==> src/rtl/twofish_mode_ctrl.sv <==
// rtl/twofish_mode_ctrl.sv - ECB/CBC block-mode sequencer in front of a Twofish round core
`timescale 1ns/1ps

module twofish_mode_ctrl #(
    parameter int BUSY_TIMEOUT = 4
) (
    input  logic         Clk,
    input  logic         Reset_n,
    input  logic [127:0] key,
    input  logic [127:0] iv,
    input  logic         iv_load,
    input  logic         in_valid,
    output logic         in_ready,
    input  logic [127:0] in_block,
    input  logic         in_dir,
    input  logic         in_cbc,
    output logic         out_valid,
    input  logic         out_ready,
    output logic [127:0] out_block,
    output logic         error,
    output logic         core_Reset,
    output logic         core_Start,
    output logic         core_EnDe,
    output logic [127:0] core_block,
    output logic [127:0] core_key,
    input  logic [127:0] core_o,
    input  logic         core_busy
);

    localparam int CW = $clog2(BUSY_TIMEOUT + 1);
    localparam logic [CW-1:0] LAST_WAIT = CW'(BUSY_TIMEOUT - 1);

    typedef enum logic [2:0] {
        S_IDLE,
        S_LOAD,
        S_WAIT_BUSY,
        S_RUN,
        S_OUT,
        S_ERR
    } state_t;

    state_t         r_state;
    state_t         w_next;

    logic [127:0]   r_chain;
    logic [127:0]   r_saved_in;
    logic [127:0]   r_core_block;
    logic [127:0]   r_core_key;
    logic [127:0]   r_out_block;
    logic           r_dir;
    logic           r_cbc;
    logic           r_error;
    logic [CW-1:0]  r_wait_cnt;

    logic           w_in_ready;
    logic           w_out_valid;
    logic           w_start;
    logic           w_in_hs;
    logic           w_run_done;
    logic           w_timeout;

    always_ff @(posedge Clk) begin
        if (!Reset_n) begin
            r_state <= S_IDLE;
        end else begin
            r_state <= w_next;
        end
    end

    // iv_load wins over in_valid so the chain is never loaded mid-block.
    always_comb begin
        w_next      = r_state;
        w_in_ready  = 1'b0;
        w_out_valid = 1'b0;
        w_start     = 1'b0;
        w_in_hs     = 1'b0;
        w_run_done  = 1'b0;
        w_timeout   = 1'b0;
        case (r_state)
            S_IDLE: begin
                w_in_ready = ~iv_load;
                if (in_valid && !iv_load) begin
                    w_in_hs = 1'b1;
                    w_next  = S_LOAD;
                end
            end
            S_LOAD: begin
                w_start = 1'b1;
                w_next  = S_WAIT_BUSY;
            end
            S_WAIT_BUSY: begin
                if (core_busy) begin
                    w_next = S_RUN;
                end else if (r_wait_cnt == LAST_WAIT) begin
                    w_timeout = 1'b1;
                    w_next    = S_ERR;
                end
            end
            S_RUN: begin
                if (!core_busy) begin
                    w_run_done = 1'b1;
                    w_next     = S_OUT;
                end
            end
            S_OUT: begin
                w_out_valid = 1'b1;
                if (out_ready) begin
                    w_next = S_IDLE;
                end
            end
            S_ERR: begin
                w_next = S_ERR;
            end
            default: begin
                w_next = S_IDLE;
            end
        endcase
    end

    always_ff @(posedge Clk) begin
        if (!Reset_n) begin
            r_chain      <= '0;
            r_saved_in   <= '0;
            r_core_block <= '0;
            r_core_key   <= '0;
            r_out_block  <= '0;
            r_dir        <= 1'b0;
            r_cbc        <= 1'b0;
            r_error      <= 1'b0;
            r_wait_cnt   <= '0;
        end else begin
            if (r_state == S_IDLE && iv_load) begin
                r_chain <= iv;
            end

            // Core inputs are latched once here and stay frozen until the next block.
            if (w_in_hs) begin
                r_dir        <= in_dir;
                r_cbc        <= in_cbc;
                r_core_key   <= key;
                r_saved_in   <= in_block;
                r_core_block <= (in_cbc && !in_dir) ? (in_block ^ r_chain) : in_block;
            end

            if (r_state == S_LOAD) begin
                r_wait_cnt <= '0;
            end else if (r_state == S_WAIT_BUSY) begin
                r_wait_cnt <= r_wait_cnt + CW'(1);
            end

            if (w_timeout) begin
                r_error <= 1'b1;
            end

            if (w_run_done) begin
                if (r_dir) begin
                    r_out_block <= r_cbc ? (core_o ^ r_chain) : core_o;
                    if (r_cbc) begin
                        r_chain <= r_saved_in;
                    end
                end else begin
                    r_out_block <= core_o;
                    if (r_cbc) begin
                        r_chain <= core_o;
                    end
                end
            end
        end
    end

    assign in_ready   = w_in_ready;
    assign out_valid  = w_out_valid;
    assign out_block  = r_out_block;
    assign error      = r_error;
    assign core_Reset = ~Reset_n;
    assign core_Start = w_start;
    assign core_EnDe  = r_dir;
    assign core_block = r_core_block;
    assign core_key   = r_core_key;

endmodule

==> config.mk <==
export PLATFORM = sky130hd
export DESIGN_NAME = twofish_mode_ctrl
export DESIGN_NICKNAME = d
export VERILOG_FILES = /design/src/rtl/twofish_mode_ctrl.sv
export SDC_FILE = /design/constraint.sdc
export NUM_CORES = 2
export LEC_CHECK = 0
export BUFFER_PORTS_ARGS = -buffer_cell sky130_fd_sc_hd__buf_2
export CAP_MARGIN = 10
export CORE_AREA = 3 3 357 359
export DETAILED_ROUTE_END_ITERATION = 10
export DIE_AREA = 0 0 360 362
export REMOVE_ABC_BUFFERS = 1
export SETUP_SLACK_MARGIN = 0.15
export SLEW_MARGIN = 40
export SYNTH_ARGS = -nofsm -noshare
export SYNTH_HDL_FRONTEND = slang
export SYNTH_SLANG_ARGS = --single-unit
==> constraint.sdc <==
create_clock -name Clk -period 2.6 [get_ports Clk]
set_clock_uncertainty 0.15 [all_clocks]
set_input_delay 0.39 -clock Clk [delete_from_list [all_inputs] [get_ports Clk]]
set_output_delay 0.39 -clock Clk [all_outputs]
set_load 0.02 [all_outputs]
### Word level (Yosys, flattened, before mapping)

Cells that the tools add are included.

| storage, ports and cells | value |
|---|---|
| flip-flop bits (word level) | 649 |
| output and inout bits | 390 |
| input bits | 520 |

| cells by class | value |
|---|---|
| eq/ne operators | 10 |
| mux-type cells | 24 |
| bitwise operators | 4 |
| reductions and logical operators | 8 |
| add/sub/neg operators | 1 |

Operator list:

| operator | count |
|---|---|
| $mux 128 | 8 |
| $xor 128x128->128 | 2 |
| $pmux 3 s6 | 1 |
| $mux 3 | 5 |
| $mux 1 | 10 |
| $eq 3x2->1 const B | 3 |
| $eq 3x3->1 const B | 2 |
| $ne 2x2->1 const B | 3 |
| $reduce_and 4->1 | 1 |
| $add 3x1->3 const B | 1 |
| $eq 3x1->1 const B | 1 |
| $logic_and 1x1->1 | 3 |
| $logic_not 3->1 | 1 |
| $ne 3x3->1 const B | 1 |
| $logic_not 1->1 | 2 |
| $not 1->1 | 2 |
| $reduce_or 2->1 | 1 |

### Depth between registers and ports, before layout

| logic depth | value |
|---|---|
| depth after elaboration | 6 |
| gate-level depth with buffers | 8 |
| mapped depth without buffers | 5 |

### Worst setup path before layout

OpenSTA, ideal clock, no wires.

| path | value |
|---|---|
| path type | reg2out |
| from | register r_state[1] |
| to | output in_ready |
| required time | 2,060 ps |
| arrival time | 1,418 ps |
| cell stages (with the launch flop) | 7 |
| slack | 642 ps |
| cells stage by stage | dfxtp_1 -> buf_2 -> or4_1 -> buf_2 -> clkinv_4 -> buf_8 -> buf_4 |

| between the ends | value |
|---|---|
| word-level cells in the longest chain between the ends | 2 |

RTL lines:

| item | RTL line | text |
|---|---|---|
| from (decl) | 42 | `state_t r_state;` |
| from (signal assigned) | 66 | `r_state <= w_next;` |
| $logic_not 3->1 | 79 | `case (r_state)` |
| $mux 1 | 79 |  |
| to (decl) | 13 | `output logic in_ready,` |

Every way passes these cells.

### Final worst setup path

| path | value |
|---|---|
| from | register r_state[0] |
| to | register r_core_key[112] (netlist: core_key[112]) |

| between the ends | value |
|---|---|
| word-level cells in the longest chain between the ends | 2 |

RTL lines:

| item | RTL line | text |
|---|---|---|
| $logic_not 3->1 | 79 |  |
| $mux 1 | 79 |  |
| to (signal assigned) | 140 | `r_core_key <= key;` |
| to (decl) | 48 | `logic [127:0] r_core_key;` |

Every way passes these cells.
A chain may end at the register's enable or synchronous reset.

==> flow_summary.yaml <==
run_status:
  status: "finished with violations"
  violations: "negative setup slack"
grt:
  antenna_found_initial: 19
  grt_pass1_vias: 32400
  grt_pass1_wl_um: 204000
  grt.total_usage_pct: 20.0
  grt_max_degree: 159
  grt-ovfl-total: 0
min_path:
  hp-class: "in2reg"
sta:
  slew_violations: 0
  period_share_pct: 100
  max_freq_mhz: 383
  hold_viol_final: 0
  tightest_slew_ps: 1100
  max_slew_margin_pct: 26.9
  fin_crit_ps: 2610
  fin_ws_ps: -10.5
  hold_slack_ps: 85.4
  setup_violations: 2
  grt_setup_unrepaired: "true"
placed_design:
  portBuffers: 909
  routabilityCongestion: 0.898
  dp_cells: 5705
  dp_slack_ps: 245
  place.detailed.hpwl_um: 89000
synth:
  yosysWarnings: 0
  synth_cell_type_count: 39
  synth_adder_area_share_pct: 0.0820
  synth_xor_area_share_pct: 7.35
  synth_top_family_by_area: "compound AO/OA/AOI/OAI gates"
  synthCells: 3393
  ys_ff_latch: 649
  synth_common_cells: "dfxtp_1 (649), a21oi_1 (518), nand3_1 (386), o21ai_0 (384), clkbuf_1 (270)"
  synth_top_cells_by_area: "dfxtp_1 (43%), a21oi_1 (8.5%), xor2_1 (7.3%)"
  async_flop_share_pct: 0
  avgSynthCellArea_um2: 9.00
  synth-seq-area-share_pct: 42.6
  synth_top_area_share_pct: 42.6
  yosys.area_share.simple_pct: 10.0
  post-synth-top-count-cell: "dfxtp_1"
  synthFlopType: "dfxtp_1"
  synth_compound_area_share_pct: 25.3
  syn_area_um2: 30500
  synth_top_area_cell: "dfxtp_1"
  synth.area.mux_share_pct: 8.95
  synth_edf_count: 0
detailed_routing:
  drt-vias-per-instance: 5.12
  remaining_drc_errors: 0
  vias: 32600
  drtIter0Drc: 2838
  first_pass_iters: 5
  routed_wirelength_um: 138000
  wl_per_cell_um: 21.6
  ant_nets: 0
clocking:
  worst_skew_pair.late_latency_ps: 670
  clkTransAtPathRegs_ps: 60
  cts-buffers-inserted: 78
  cts_tree: "yes"
  clockBufferDepth: 3
  clock-root-buffer: "clkbuf_16"
  htree_levels: 3
  cts.sink_count: 649
power_and_ir_drop:
  peakVddDrop_uv: 445
  power_density_nw_per_um2: 640
  total_leakage_power_nw: 17.7
critical_path:
  crit_fanout: 158
  crit_path_start_kind: "register"
  crit_arrival_ps: 2970
  startpoint: "r_state[0]"
  r2r_setup_slack_ps: -10
  rr_startpoint: "r_state[0]"
  path_class: "reg2reg"
  worstPathRequired_ps: 2960
  r2r-end: "core_key[112]"
  worst_setup_path_end_kind: "register"
  critPathCapture: "core_key[112]"
  r2r_cells: 5
final_layout:
  post-route-util_pct: 36.4
  final_cells: 6374
  fin_nets: 5194
  drive_above_1_share_pct: 29.9
  area_delta_synth_final_pct: 48.0
floorplan:
  die-height_um: 362
  pin_count: 910
  start_util_pct: 24.6
  die_area_um2: 130000
  rows: 129
  die_w_um: 360
  core_um2: 124000
run:
  maxCapViolations: 0
layout by cell type, fill, tap and decap left out, types with 3 or more instances in the layout:
master,Yosys,final
diode_2,0,9
clkinv_8,0,3
nor2b_1,3,3
nand2_1,4,4
nand3_1,386,386
a211oi_1,48,48
o21bai_1,3,3
dfxtp_4,0,3
nor3b_1,5,5
bufinv_16,0,6
clkinv_2,0,9
a31oi_1,128,128
xor2_1,256,256
buf_4,36,108
clkbuf_16,0,80
mux2_2,128,128
mux2i_1,129,129
o21a_1,129,129
a21oi_1,518,518
nand3b_1,129,129
o21ai_0,384,356
buf_12,0,55
o21ai_1,2,28
clkbuf_8,0,14
dlygate4sd3_1,0,515
nand2b_1,3,3
a211oi_2,80,80
inv_6,0,4
a21o_1,3,3
inv_8,0,4
buf_2,54,904
dfxtp_1,649,644
clkbuf_1,270,17
worst min path at each step:
stage,startpoint,end,cells past startpoint
floorplan,r_wait_cnt[2],r_wait_cnt[2],2
global placement,error,error,1
detailed placement,error,error,1
CTS,core_o[59],r_chain[59],4
global route,core_o[59],out_block[59],3
finish,core_o[59],r_chain[59],4
registers in the layout, summed over array words and instances, names as in the netlist:
name        flops
core_block    128
core_key      128
out_block     128
r_chain       128
r_saved_in    128
r_state         3
r_wait_cnt      3
core_EnDe       1
error           1
r_cbc           1
critical path: stages (launching register included):
cell	delay, ps
dfxtp_2	350
or4_4	620
buf_4	250
buf_12	220
o21ai_1	380
a21oi_1	120
where the power goes:
group	internal (mW)	switching, mW
Combinational	2.73	3.76
Clock	6.66	4.59
Sequential	10.7	0.480
stage by stage:
step	cell area, um2	TNS (ps)	total power [mW]
detailed placement	37300	0	17.0
CTS	45100	0	29.1
global placement	37300	0	16.9
floorplan	28800	-8817790	14.5
finish	45200	-18.6	28.9
global route	45200	0	30.0
routing by layer:
| layer | global-route usage [%] | wire (um) | share of wire (%) | vias up |
|---|---|---|---|---|
| met5 | 0 | 76 | 0.055 | - |
| met4 | 9.29 | 5870 | 4.3 | 12 |
| met3 | 4.27 | 10100 | 7.3 | 313 |
| met2 | 32.9 | 64300 | 47 | 1536 |
| met1 | 25.1 | 57600 | 42 | 15800 |
| li1 | - | - | - | 14900 |
kinds of logic (layout without fill, tap and decap cells):
group	after synthesis	after routing
AOI/OAI and AO/OA	1298	1298
xor gates and xnor gates	256	256
adders and majority gates	2	2
buffers and inverters	392	1727
DFF	649	649
muxes	257	257
other	0	9
and+or+nand+nor	539	539
final cells by class:
class / instances / area, um2
multi-input combinational: 2352 / 15800
fill: 12400 / 78900
inverter: 4 / 46.3
timing repair buffer: 1585 / 11600
antenna: 9 / 22.5
tap: 1637 / 2050
timing repair inverter: 2 / 20.0
clock buffer: 111 / 2260
sequential: 649 / 13000
clock inverter: 25 / 333
what timing repair did:
item,CTS,global route
cloned,2,0
endpoints found under the hold margin,637,0
pin swaps,1,1
setup buffers,7,0
hold buffers,515,0
endpoints found under the setup margin,3,71
gates resized for setup,1,36
(Power assumes the default switching activity.)
